File: config.mk
export PLATFORM = sky130hd
export DESIGN_NAME = axi_lite_master
export DESIGN_NICKNAME = d
export VERILOG_FILES = /design/src/rtl/axi_lite_master.sv
export SDC_FILE = /design/constraint.sdc
export NUM_CORES = 1
export LEC_CHECK = 0
export ABC_AREA = 1
export BUFFER_PORTS_ARGS = -buffer_cell sky130_fd_sc_hd__buf_2
export CAP_MARGIN = 20
export CORE_MARGIN = 3
export CORE_UTILIZATION = 30
export DETAILED_ROUTE_END_ITERATION = 6
export PLACE_DENSITY = 0.64
export SLEW_MARGIN = 40
export SYNTH_ARGS = -nofsm -noshare
export SYNTH_HDL_FRONTEND = slang
export SYNTH_SLANG_ARGS = --single-unit
export TNS_END_PERCENT = 10
File: constraint.sdc
create_clock -name clk -period 2.3 [get_ports clk]
set_input_delay 0.23 -clock clk [delete_from_list [all_inputs] [get_ports clk]]
set_output_delay 0.23 -clock clk [all_outputs]
set_load 0.02 [all_outputs]
File: src/rtl/axi_lite_master.sv
// rtl/axi_lite_master.sv - single-outstanding AXI4-Lite initiator with response port and stall timeout
module axi_lite_master #(
  parameter int ADDR_WIDTH     = 32,
  parameter int DATA_WIDTH     = 32,
  parameter int TIMEOUT_CYCLES = 1024
) (
  input  logic                  clk,
  input  logic                  reset_n,
  input  logic                  req_valid,
  output logic                  req_ready,
  input  logic                  req_write,
  input  logic [ADDR_WIDTH-1:0] req_addr,
  input  logic [DATA_WIDTH-1:0] req_wdata,
  output logic                  rsp_valid,
  input  logic                  rsp_ready,
  output logic [DATA_WIDTH-1:0] rsp_rdata,
  output logic [1:0]            rsp_resp,
  output logic                  timeout_err,
  output logic [ADDR_WIDTH-1:0] awaddr,
  output logic                  awvalid,
  input  logic                  awready,
  output logic [DATA_WIDTH-1:0] wdata,
  output logic                  wvalid,
  input  logic                  wready,
  input  logic [1:0]            bresp,
  input  logic                  bvalid,
  output logic                  bready,
  output logic [ADDR_WIDTH-1:0] araddr,
  output logic                  arvalid,
  input  logic                  arready,
  input  logic [DATA_WIDTH-1:0] rdata,
  input  logic [1:0]            rresp,
  input  logic                  rvalid,
  output logic                  rready
);

  typedef enum logic [2:0] {
    S_IDLE,
    S_WR_AW_W,
    S_WR_RESP,
    S_RD_AR,
    S_RD_DATA,
    S_RESP
  } state_t;

  state_t                r_state;
  logic                  r_req_ready;
  logic                  r_rsp_valid;
  logic [DATA_WIDTH-1:0] r_rsp_rdata;
  logic [1:0]            r_rsp_resp;
  logic [ADDR_WIDTH-1:0] r_awaddr;
  logic                  r_awvalid;
  logic [DATA_WIDTH-1:0] r_wdata;
  logic                  r_wvalid;
  logic                  r_bready;
  logic [ADDR_WIDTH-1:0] r_araddr;
  logic                  r_arvalid;
  logic                  r_rready;

  logic w_accept;
  logic w_counting;
  logic w_aw_done;
  logic w_w_done;

  assign w_accept   = (r_state == S_IDLE) && r_req_ready && req_valid;
  assign w_counting = (r_state != S_IDLE) && (r_state != S_RESP);
  // A channel is done once its valid has dropped or is handshaking this cycle.
  assign w_aw_done  = !r_awvalid || awready;
  assign w_w_done   = !r_wvalid || wready;

  always_ff @(posedge clk or negedge reset_n) begin
    if (!reset_n) begin
      r_state     <= S_IDLE;
      r_req_ready <= 1'b0;
      r_rsp_valid <= 1'b0;
      r_rsp_rdata <= '0;
      r_rsp_resp  <= 2'b00;
      r_awaddr    <= '0;
      r_awvalid   <= 1'b0;
      r_wdata     <= '0;
      r_wvalid    <= 1'b0;
      r_bready    <= 1'b0;
      r_araddr    <= '0;
      r_arvalid   <= 1'b0;
      r_rready    <= 1'b0;
    end else begin
      case (r_state)
        S_IDLE: begin
          if (w_accept) begin
            r_req_ready <= 1'b0;
            if (req_write) begin
              r_awaddr  <= req_addr;
              r_wdata   <= req_wdata;
              r_awvalid <= 1'b1;
              r_wvalid  <= 1'b1;
              r_state   <= S_WR_AW_W;
            end else begin
              r_araddr  <= req_addr;
              r_arvalid <= 1'b1;
              r_state   <= S_RD_AR;
            end
          end else begin
            r_req_ready <= 1'b1;
          end
        end
        S_WR_AW_W: begin
          if (r_awvalid && awready) r_awvalid <= 1'b0;
          if (r_wvalid && wready)   r_wvalid  <= 1'b0;
          if (w_aw_done && w_w_done) begin
            r_bready <= 1'b1;
            r_state  <= S_WR_RESP;
          end
        end
        S_WR_RESP: begin
          if (bvalid) begin
            r_bready    <= 1'b0;
            r_rsp_resp  <= bresp;
            r_rsp_rdata <= '0;
            r_rsp_valid <= 1'b1;
            r_state     <= S_RESP;
          end
        end
        S_RD_AR: begin
          if (arready) begin
            r_arvalid <= 1'b0;
            r_rready  <= 1'b1;
            r_state   <= S_RD_DATA;
          end
        end
        S_RD_DATA: begin
          if (rvalid) begin
            r_rready    <= 1'b0;
            r_rsp_resp  <= rresp;
            r_rsp_rdata <= rdata;
            r_rsp_valid <= 1'b1;
            r_state     <= S_RESP;
          end
        end
        S_RESP: begin
          if (rsp_ready) begin
            r_rsp_valid <= 1'b0;
            r_req_ready <= 1'b1;
            r_state     <= S_IDLE;
          end
        end
        default: r_state <= S_IDLE;
      endcase
    end
  end

  generate
    if (TIMEOUT_CYCLES > 0) begin : g_timeout
      localparam int            CW   = $clog2(TIMEOUT_CYCLES + 1);
      localparam logic [CW-1:0] TMAX = CW'(TIMEOUT_CYCLES);
      logic [CW-1:0] r_cnt;
      logic          r_timeout;

      // Saturating at TMAX guarantees the pulse fires at most once per transaction.
      always_ff @(posedge clk or negedge reset_n) begin
        if (!reset_n) begin
          r_cnt     <= '0;
          r_timeout <= 1'b0;
        end else begin
          r_timeout <= 1'b0;
          if (w_accept) begin
            r_cnt <= '0;
          end else if (w_counting && (r_cnt != TMAX)) begin
            r_cnt <= r_cnt + CW'(1);
            if (r_cnt == TMAX - CW'(1)) r_timeout <= 1'b1;
          end
        end
      end
      assign timeout_err = r_timeout;
    end else begin : g_no_timeout
      assign timeout_err = 1'b0;
    end
  endgenerate

  assign req_ready = r_req_ready;
  assign rsp_valid = r_rsp_valid;
  assign rsp_rdata = r_rsp_rdata;
  assign rsp_resp  = r_rsp_resp;
  assign awaddr    = r_awaddr;
  assign awvalid   = r_awvalid;
  assign wdata     = r_wdata;
  assign wvalid    = r_wvalid;
  assign bready    = r_bready;
  assign araddr    = r_araddr;
  assign arvalid   = r_arvalid;
  assign rready    = r_rready;

endmodule

== Word level (Yosys, flattened, before mapping) ==
Cells that the tools add are included.

* Register bits: 152
* Input bits: 110
* Word-level logic and storage cells: 109

* $add $sub $neg: 1
* Equal/unequal tests: 18
* Reduce and logical (&&, ||, !) cells: 32
* Muxes and demuxes: 42
* Bitwise logic cells: 1

{| class="wikitable"
|+ Operators with widths
! cell !! number
|-
| $mux 32 || 2
|-
| $pmux 32 s2 || 1
|-
| $mux 11 || 2
|-
| $ne 2x2->1 const B || 10
|-
| $mux 1 || 19
|-
| $mux 3 || 6
|-
| $pmux 3 s6 || 1
|-
| $reduce_and 4->1 || 4
|-
| $reduce_and 3->1 || 5
|-
| $reduce_bool 2->1 || 7
|-
| $pmux 1 s2 || 6
|-
| $add 11x1->11 const B || 1
|-
| $eq 11x10->1 const B || 1
|-
| $ne 11x11->1 const B || 1
|-
| $logic_and 1x1->1 || 7
|-
| $eq 3x2->1 const B || 2
|-
| $eq 3x3->1 const B || 2
|-
| $mux 2 || 3
|-
| $reduce_and 6->1 || 1
|-
| $reduce_bool 3->1 || 2
|-
| $pmux 2 s2 || 1
|-
| $eq 3x1->1 const B || 1
|-
| $logic_not 3->1 || 1
|-
| $ne 3x3->1 const B || 1
|-
| other kinds (5) || 7
|}

== Depth between registers and ports, before layout ==
Gate-level depths: netlist (run 1).

* Depth after elaboration: 5
* Depth in mapped cells: 10
* Depth with buffers taken out: 9

== Worst setup path after synthesis (run 1) ==
Ideal clock, no wire load.

* Path kind: register to register
* Start: reg r_req_ready (netlist: req_ready)
* End: reg r_araddr[24] (netlist: araddr[24])
* Clock period less this slack: 1618 ps
* Path slack: 682 ps
* Buffers on the path: 2
* Library setup time: 130 ps
* Required time: 2170 ps
* Stages on the path, launching flop included: 9
* Arrival: 1487 ps
* Path through: dfrtp_1 > nand2_1 > nor2_8 > inv_4 > or2_1 > buf_6 > buf_6 > nand2_1 > o21ai_1

* Word-level cells in the longest chain between the ends: 3

{| class="wikitable"
|+ Ends and longest elaborated chain
! element !! line !! RTL
|-
| from (decl) || 47 || <nowiki>logic r_req_ready;</nowiki>
|-
| from (signal assigned) || 74 || <nowiki>r_req_ready <= 1'b0;</nowiki>
|-
| from (signal assigned) || 90 || <nowiki>r_req_ready <= 1'b0;</nowiki>
|-
| from (signal assigned) || 103 || <nowiki>r_req_ready <= 1'b1;</nowiki>
|-
| $logic_and 1x1->1 (2 in series) || 65 || <nowiki>assign w_accept = (r_state == S_IDLE) && r_req_ready && req_valid;</nowiki>
|-
| $reduce_and 3->1 (no source line) || n/a ||
|-
| to (signal assigned) || 98 || <nowiki>r_araddr <= req_addr;</nowiki>
|-
| to (decl) || 56 || <nowiki>logic [ADDR_WIDTH-1:0] r_araddr;</nowiki>
|}

Every way passes these cells.
A chain may end at the register's enable or synchronous reset.

== Worst setup path in the final report (run 1) ==
* Start: reg r_state[0]
* End: reg r_araddr[2] (netlist: araddr[2])

* Word-level cells in the longest chain between the ends: 4

{| class="wikitable"
|+ Ends and longest elaborated chain
! element !! line !! RTL
|-
| from (decl) || 46 || <nowiki>state_t r_state;</nowiki>
|-
| from (signal assigned) || 73 || <nowiki>r_state <= S_IDLE;</nowiki>
|-
| from (signal assigned) || 96 || <nowiki>r_state <= S_WR_AW_W;</nowiki>
|-
| from (signal assigned) || 100 || <nowiki>r_state <= S_RD_AR;</nowiki>
|-
| $logic_not 3->1 * || 65, 87 ||
|-
| $logic_and 1x1->1 (2 in series) || 65 ||
|-
| $reduce_and 3->1 (no source line) * || n/a ||
|}

Mark *: on every way between the ends. The rest lies on a longest branch, timed or not.

==> summary.md, run 1 <==
| Metric | Value |
|---|---|
| Root buf cell | clkbuf_16 |
| Least-Margin Pin Slew | 0.7711 ns |
| DRT Wirelength | 16,950 um |
| Final Skew | 0.01423 ns |
| I/O pin cnt | 248 |
| Vias in the first global route | 5,221 |
| Die Ht | 151.8 um |
| H-tree depth | 4 |
| Data arrival, critical path | 2.28 ns |
| Startpoint Class | flop |
| Comb power frac | 41.4% |
| Clock sinks | 152 |
| CP Capture Type | flop |
| Worst slew margin | 48.59% |
| Non-Filler Instances | 1,242 |
| Internal | 6995 uW |
| Register area | 3804 um^2 |
| Portion of netlist area occupied by mux cells | 0% |
| Clock Latency Late Sink | 0.42 ns |
| Placed insts | 1,209 |
| DR iter-0 viols | 307 |
| Area of the multi-input gates | 2163 um^2 |
| Switching pwr | 5300 uW |
| Global routing usage summed across all routing layers | 14.54% |
| DRC | 0 |
| First-pass GRT wire length | 27,790 um |
| Unique masters post-synth | 28 |
| Worst r2r dst | araddr[2] |
| DR vias/cell | 4.478 |
| DP HPWL | 12,380 um |
| Antenna violations before repair | 0 |
| Hold path depth | 3 |
| Sw Share | 43.10% |
| Synth area leaders | dfrtp_1 60%, nand2_1 16%, nand3_1 6.5% |
| Pin count of the biggest net entering global routing | 76 |
| Synth top area share | 59.64% |
| Synthesized area | 6377 um^2 |
| Worst reg2reg startpoint | r_state[0] |
| Clk pin slew, worst setup/hold paths | 0.07 ns |
| Final worst path period need | 1.952 ns |
| Leak Pwr | 0.004840 uW |
| RD Place Congestion | 0.8406 |
| Seq pwr share | 36.6% |
| Largest area contributor in the netlist | dfrtp_1 |
| Diodes inserted | 0 |
| Syn nets | 828 |
| Area Growth Syn to Fin | 32.88% |
| Core ar. | 20,560 um^2 |
| Crit path max fanout | 65 |
| Hold Path Sink | wdata[10] |
| Hold WC Path Type | input pin to flop |
| Combinational family with the most area after synthesis | simple AND/OR/NAND/NOR gates |
| Mapped Cells | 716 |
| Port bufs | 247 |
| Initial core utilization | 31.02% |
| Pins Over Slew Limit | 0 |
| Clock power frac | 22.0% |
| Achievable Freq | 0.5124 GHz |
| Total Die Area | 23,040 um^2 |
| Final core utilization | 41.22% |
| Pre-CTS WS | 0.3367 ns |
| PwrDens | 1451 nW/um^2 |
| Register bit total from synthesis | 152 |
| Post-Synth XOR/XNOR Area | 0.4120% |
| Synth Area in Compound Gates | 7.671% |
| Final period util | 84.86% |
| Fin. Hold Viols | 0 |
| Required @ worst endpoint | 2.63 ns |
| CTS tree | done |
| Congestion Overflow GR | 0 |
| CTS Buffer Depth | 2 |
| Sequential cell area fraction in the yosys report | 59.64% |
| Simple-gate share of the synthesized area | 25.41% |
| Via Count | 5,562 |
| Yosys warning count | 0 |
| Die W | 151.8 um |
| Share of post-route cells with drive strength above 1 | 33.33% |
| Setup ws final | 0.3483 ns |
| Worst IR Drop VDD | 573.9 uV |
| Beginning of the worst hold path | req_wdata[10] |
| Internal reg-to-reg setup slack | 0.35 ns |
| Fill count | 2,097 |
| WL/cell | 13.64 um |
| Outcome | completed |
| Post-Synth Adder-Cell Area | 0.3924% |
| Overall power | 12,300 uW |
| Post-CTS Setup Bufs | 0 |
| Final setup viols | 0 |
| Setup TNS Final | 0 ns |
| Routed Antenna Nets | 0 |
| RSZ-0062 raised after global routing | false |
| Synth Area per Inst | 8.907 um^2 |
| Row count | 52 |
| Inserted Clock Buffers | 17 |
| Number of max-cap violations | 0 |
| Crit Path Class | flop to flop |
| Layout net count | 1,071 |
| DR pass1 iterations | 5 |
| Reg2Reg Depth | 8 |
layout by cell type, fill, tap and decap left out, types with 9 or more instances in the layout:
cell,count
buf_2,246
buf_4,9
clkbuf_16,17
dfrtp_1,152
inv_1,53
nand2_1,269
nand3_1,83
nor2_1,20
o21ai_0,41
o21ai_1,9
o21ai_2,23
cells in the mapped netlist, drive strengths merged:
cell type and number:
o22ai 1, nor2 24, o2111ai 1, inv 56, buf 19, clkbuf 17, a21oi 3, nand3 83
xor2 3, o21ai 73, or2 1, ha 2, nor3 1, nand2 271, dfrtp 152, nand4 8
o21bai 1
metrics by stage:
step	instance area [um^2]	hold WS, ns
3_3_place_gp	7888	0.1665
6_report	8474	0.03866
4_1_cts	8474	0.007020
5_1_grt	8474	0.02383
2_1_floorplan	6377	-0.06559
3_5_place_dp	7888	0.1642
worst max path at each step:
stage	startpoint	to	depth (start not counted)
finish	r_state[0]	araddr[2]	8
global route	r_state[0]	araddr[17]	8
CTS	r_state[0]	araddr[2]	8
detailed placement	r_state[0]	araddr[2]	8
global placement	r_state[0]	araddr[0]	8
floorplan	req_ready	araddr[24]	8
layer usage:
metal,routed length (um),vias up,global-route usage (%)
met5,0,-,0
met4,197,0,4.067
met3,1219,17,4.551
met2,8090,207,23.56
met1,7439,2568,18.93
li1,-,2770,-
layout make-up:
type	count	area share, %
clock inverters	14	1.624
multi-input cells	472	25.53
well taps	270	3.986
repair buffers	260	16.29
flip-flops and latches	152	44.88
clock buffers	18	5.182
inverters	56	2.510
timing repair:
item	in CTS	in global routing
hold buffers	1	0
gates resized for setup	0	0
hold endpoints to repair	34	0
setup endpoints to repair	0	0
worst max-delay path, cell delays in order (launching register included):
cell and delay (ns):
dfrtp_1 0.50, inv_2 0.10, nand2_2 0.14, nor2_8 0.05, inv_4 0.10, or2_2 0.11, buf_4 0.57, nand2_1 0.15
o21ai_2 0.09
sequential cells by signal (all words and copies together) (netlist names), 2 cells and up:
signal           flops
rsp_rdata           32
r_state              3
g_timeout.r_cnt     11
araddr              32
wdata               32
rsp_resp             2
awaddr              32
cells by family after synthesis:
| kind of cell | count (synthesis) |
|---|---|
| buffers and inverters | 92 |
| xor gates and xnor gates | 3 |
| and+or+nand+nor | 388 |
| AOI/OAI and AO/OA | 79 |
| adders and majority gates | 2 |
| DFF | 152 |
power groups by stage:
stage | clock [uW] | combinational [uW] | sequential [uW]
2_1_floorplan | 0 | 2020 | 5800
3_3_place_gp | 0 | 5070 | 4540
3_5_place_dp | 0 | 5170 | 4540
4_1_cts | 2790 | 5180 | 4510
5_1_grt | 2900 | 5610 | 4670
6_report | 2700 | 5090 | 4510
No activity file was read; power rests on OpenSTA's default activity.
==> run 2: changes to the inputs <==
PLACE_DENSITY = 0.66   (was 0.64)
clock period = 1.6 ns   (was 2.3 ns; I/O delays follow)
==> run 2 against run 1 <==
- sequential power increased by 45%
- non-clock buffer count is 114 higher
- die area did not move
- combinational power is 72% higher
- routed wire length grew 18%
- register-to-register slack got worse by 0.34 ns
- first-iteration DRC count grew 18%
- critical endpoint is now rsp_rdata[22]
- largest cell class unchanged
- worst hold slack lost 0.016 ns
- critical path depth is the same
==> summary.md, run 2 (same netlist as run 1, synthesis figures left out) <==
| Metric | Value |
|---|---|
| Switching pwr | 8301 uW (was 5300 uW) |
| Most common cell after layout, fill and taps aside | buf_2 (was nand2_1) |
| Internal | 10,990 uW (was 6995 uW) |
| Dpl cell area | 8070 um^2 (was 7888 um^2) |
| Leak Pwr | 0.005444 uW (was 0.004840 uW) |
| Area Growth Syn to Fin | 54.58% (was 32.88%) |
| DRC | 0 (unchanged) |
| Sw Share | 43.03% (was 43.10%) |
| Share of post-route cells with drive strength above 1 | 36.28% (was 33.33%) |
| Internal reg-to-reg setup slack | 0.01 ns (was 0.35 ns) |
| Final Skew | 0.009137 ns (was 0.01423 ns) |
| PwrDens | 1957 nW/um^2 (was 1451 nW/um^2) |
| Via Count | 6,192 (was 5,562) |
| Crit path max fanout | 7 (was 65) |
| Root buf cell | clkbuf_16 (unchanged) |
| Final worst path period need | 1.589 ns (was 1.952 ns) |
| CTS Buffer Depth | 2 (unchanged) |
| Layout net count | 1,185 (was 1,071) |
| Fin. Hold Viols | 0 (unchanged) |
| Worst IR Drop VDD | 817.3 uV (was 573.9 uV) |
| Initial core utilization | 31.02% (unchanged) |
| Congestion Overflow GR | 0 (unchanged) |
| Clock sinks | 152 (unchanged) |
| Die Ht | 151.8 um (unchanged) |
| Startpoint Class | flop (unchanged) |
| Final period util | 99.31% (was 84.86%) |
| DR vias/cell | 4.566 (was 4.478) |
| Outcome | completed (unchanged) |
| Final core utilization | 47.95% (was 41.22%) |
| Number of max-cap violations | 0 (unchanged) |
| DP HPWL | 12,630 um (was 12,380 um) |
| Total Die Area | 23,040 um^2 (unchanged) |
| Hold WC Path Type | input pin to flop (unchanged) |
| Pin count of the biggest net entering global routing | 81 (was 76) |
| Clk pin slew, worst setup/hold paths | 0.07 ns (about the same) |
| Data arrival, critical path | 1.90 ns (was 2.28 ns) |
| CP Capture Type | flop (unchanged) |
| Required @ worst endpoint | 1.91 ns (was 2.63 ns) |
| CTS tree | done (unchanged) |
| Core ar. | 20,560 um^2 (unchanged) |
| Clock Latency Late Sink | 0.42 ns (about the same) |
| Final instance area | 9858 um^2 (was 8474 um^2) |
| Final setup viols | 0 (unchanged) |
| Inserted Clock Buffers | 17 (unchanged) |
| Fill count | 1,895 (was 2,097) |
| Least-Margin Pin Slew | 0.3977 ns (was 0.7711 ns) |
| RSZ-0062 raised after global routing | true (was false) |
| Clock power frac | 20.6% (was 22.0%) |
| Vias in the first global route | 6,186 (was 5,221) |
| Row count | 52 (unchanged) |
| Setup TNS Final | 0 ns (unchanged) |
| Comb power frac | 45.5% (was 41.4%) |
| DRT Wirelength | 20,010 um (was 16,950 um) |
| Port bufs | 247 (unchanged) |
| H-tree depth | 4 (unchanged) |
| DR pass1 iterations | 4 (was 5) |
| Seq pwr share | 33.9% (was 36.6%) |
| I/O pin cnt | 248 (unchanged) |
| Achievable Freq | 0.6294 GHz (was 0.5124 GHz) |
| First-pass GRT wire length | 30,610 um (was 27,790 um) |
| Die W | 151.8 um (unchanged) |
| DR iter-0 viols | 363 (was 307) |
| Global routing usage summed across all routing layers | 15.86% (was 14.54%) |
| Most frequent cells in the layout | 246 x buf_2, 236 x nand2_1, 150 x dfrtp_1, 86 x dlygate4sd3_1, 83 x nand3_1 (was 269 x nand2_1, 246 x buf_2, 152 x dfrtp_1, 83 x nand3_1, 53 x inv_1) |
| Diodes inserted | 0 (unchanged) |
| Routed Antenna Nets | 0 (unchanged) |
| RD Place Congestion | 0.8355 (was 0.8406) |
| Pins Over Slew Limit | 0 (unchanged) |
| Crit Path Class | flop to flop (unchanged) |
| Antenna violations before repair | 0 (unchanged) |
| Worst slew margin | 73.49% (was 48.59%) |
| WL/cell | 14.75 um (was 13.64 um) |
## run 2: path summary, 6_finish.rpt
path | to | from | depth (start not counted)
worst min-delay path | araddr[3] | req_addr[3] | 3
worst max register to register | rsp_rdata[22] | r_state[1] | 8
min in group asynchronous | rsp_rdata[30] | reset_n | 2
worst min register to register | wdata[11] | wdata[11] | 2
max in group asynchronous | wdata[4] | reset_n | 3
worst max-delay path | rsp_rdata[22] | r_state[1] | 8
## run 2: through the flow
stage | worst slack, ns | instances | total power, uW | hold slack, ns
2_1_floorplan | 0.001253 | 716 | 11250 | -0.1356
6_report | 0.01112 | 1356 | 19290 | 0.02265
3_5_place_dp | -0.02981 | 1228 | 14320 | 0.1007
4_1_cts | 0.001048 | 1347 | 18580 | 0.001174
3_3_place_gp | 0.03195 | 1228 | 14170 | 0.1038
5_1_grt | -0.06901 | 1356 | 20520 | 0.01325
## run 2: power groups by stage
stage,Sequential [uW],Combinational (uW),Clock (uW)
after floorplan,8340,2910,0
after global placement,6500,7680,0
after detailed placement,6500,7820,0
after CTS,6470,8030,4090
after global routing,6730,9550,4240
final,6550,8780,3970
## run 2: what timing repair did
| item | CTS | global route |
|---|---|---|
| gates resized for setup | 4 | 56 |
| hold endpoints to repair | 165 | 0 |
| hold buffers | 86 | 0 |
| gates cloned | 0 | 9 |
| pin swaps | 0 | 12 |
| buffers inserted | 1 | 0 |
| setup endpoints to repair | 63 | 104 |
## run 2: per-layer routing
metal / GRT usage (%) / share of wire [%] / routed length (um)
met5: 0 / 0 / 0
met4: 6.122 / 2.4 / 476
met3: 4.835 / 6.9 / 1388
met2: 26.14 / 48 / 9674
met1: 19.61 / 42 / 8467
## run 2: cell type report
class / count / area [um^2] / share of cell area (%)
Sequential cell: 152 / 3806 / 38.61
Inverter: 56 / 220.2 / 2.234
Tap cell: 270 / 337.8 / 3.427
Multi-Input combinational cell: 472 / 2303 / 23.37
Clock buffer: 17 / 425.4 / 4.315
Clock inverter: 15 / 157.7 / 1.599
Timing Repair Buffer: 374 / 2608 / 26.45
## run 2: worst max-delay path: stages (launching register included)
cell and delay (ns):
dfrtp_2 0.45, buf_6 0.14, a21oi_4 0.16, nand2_1 0.11, nor2_4 0.16, clkinv_4 0.15
clkbuf_16 0.19, nand2_2 0.06, nand2_2 0.05
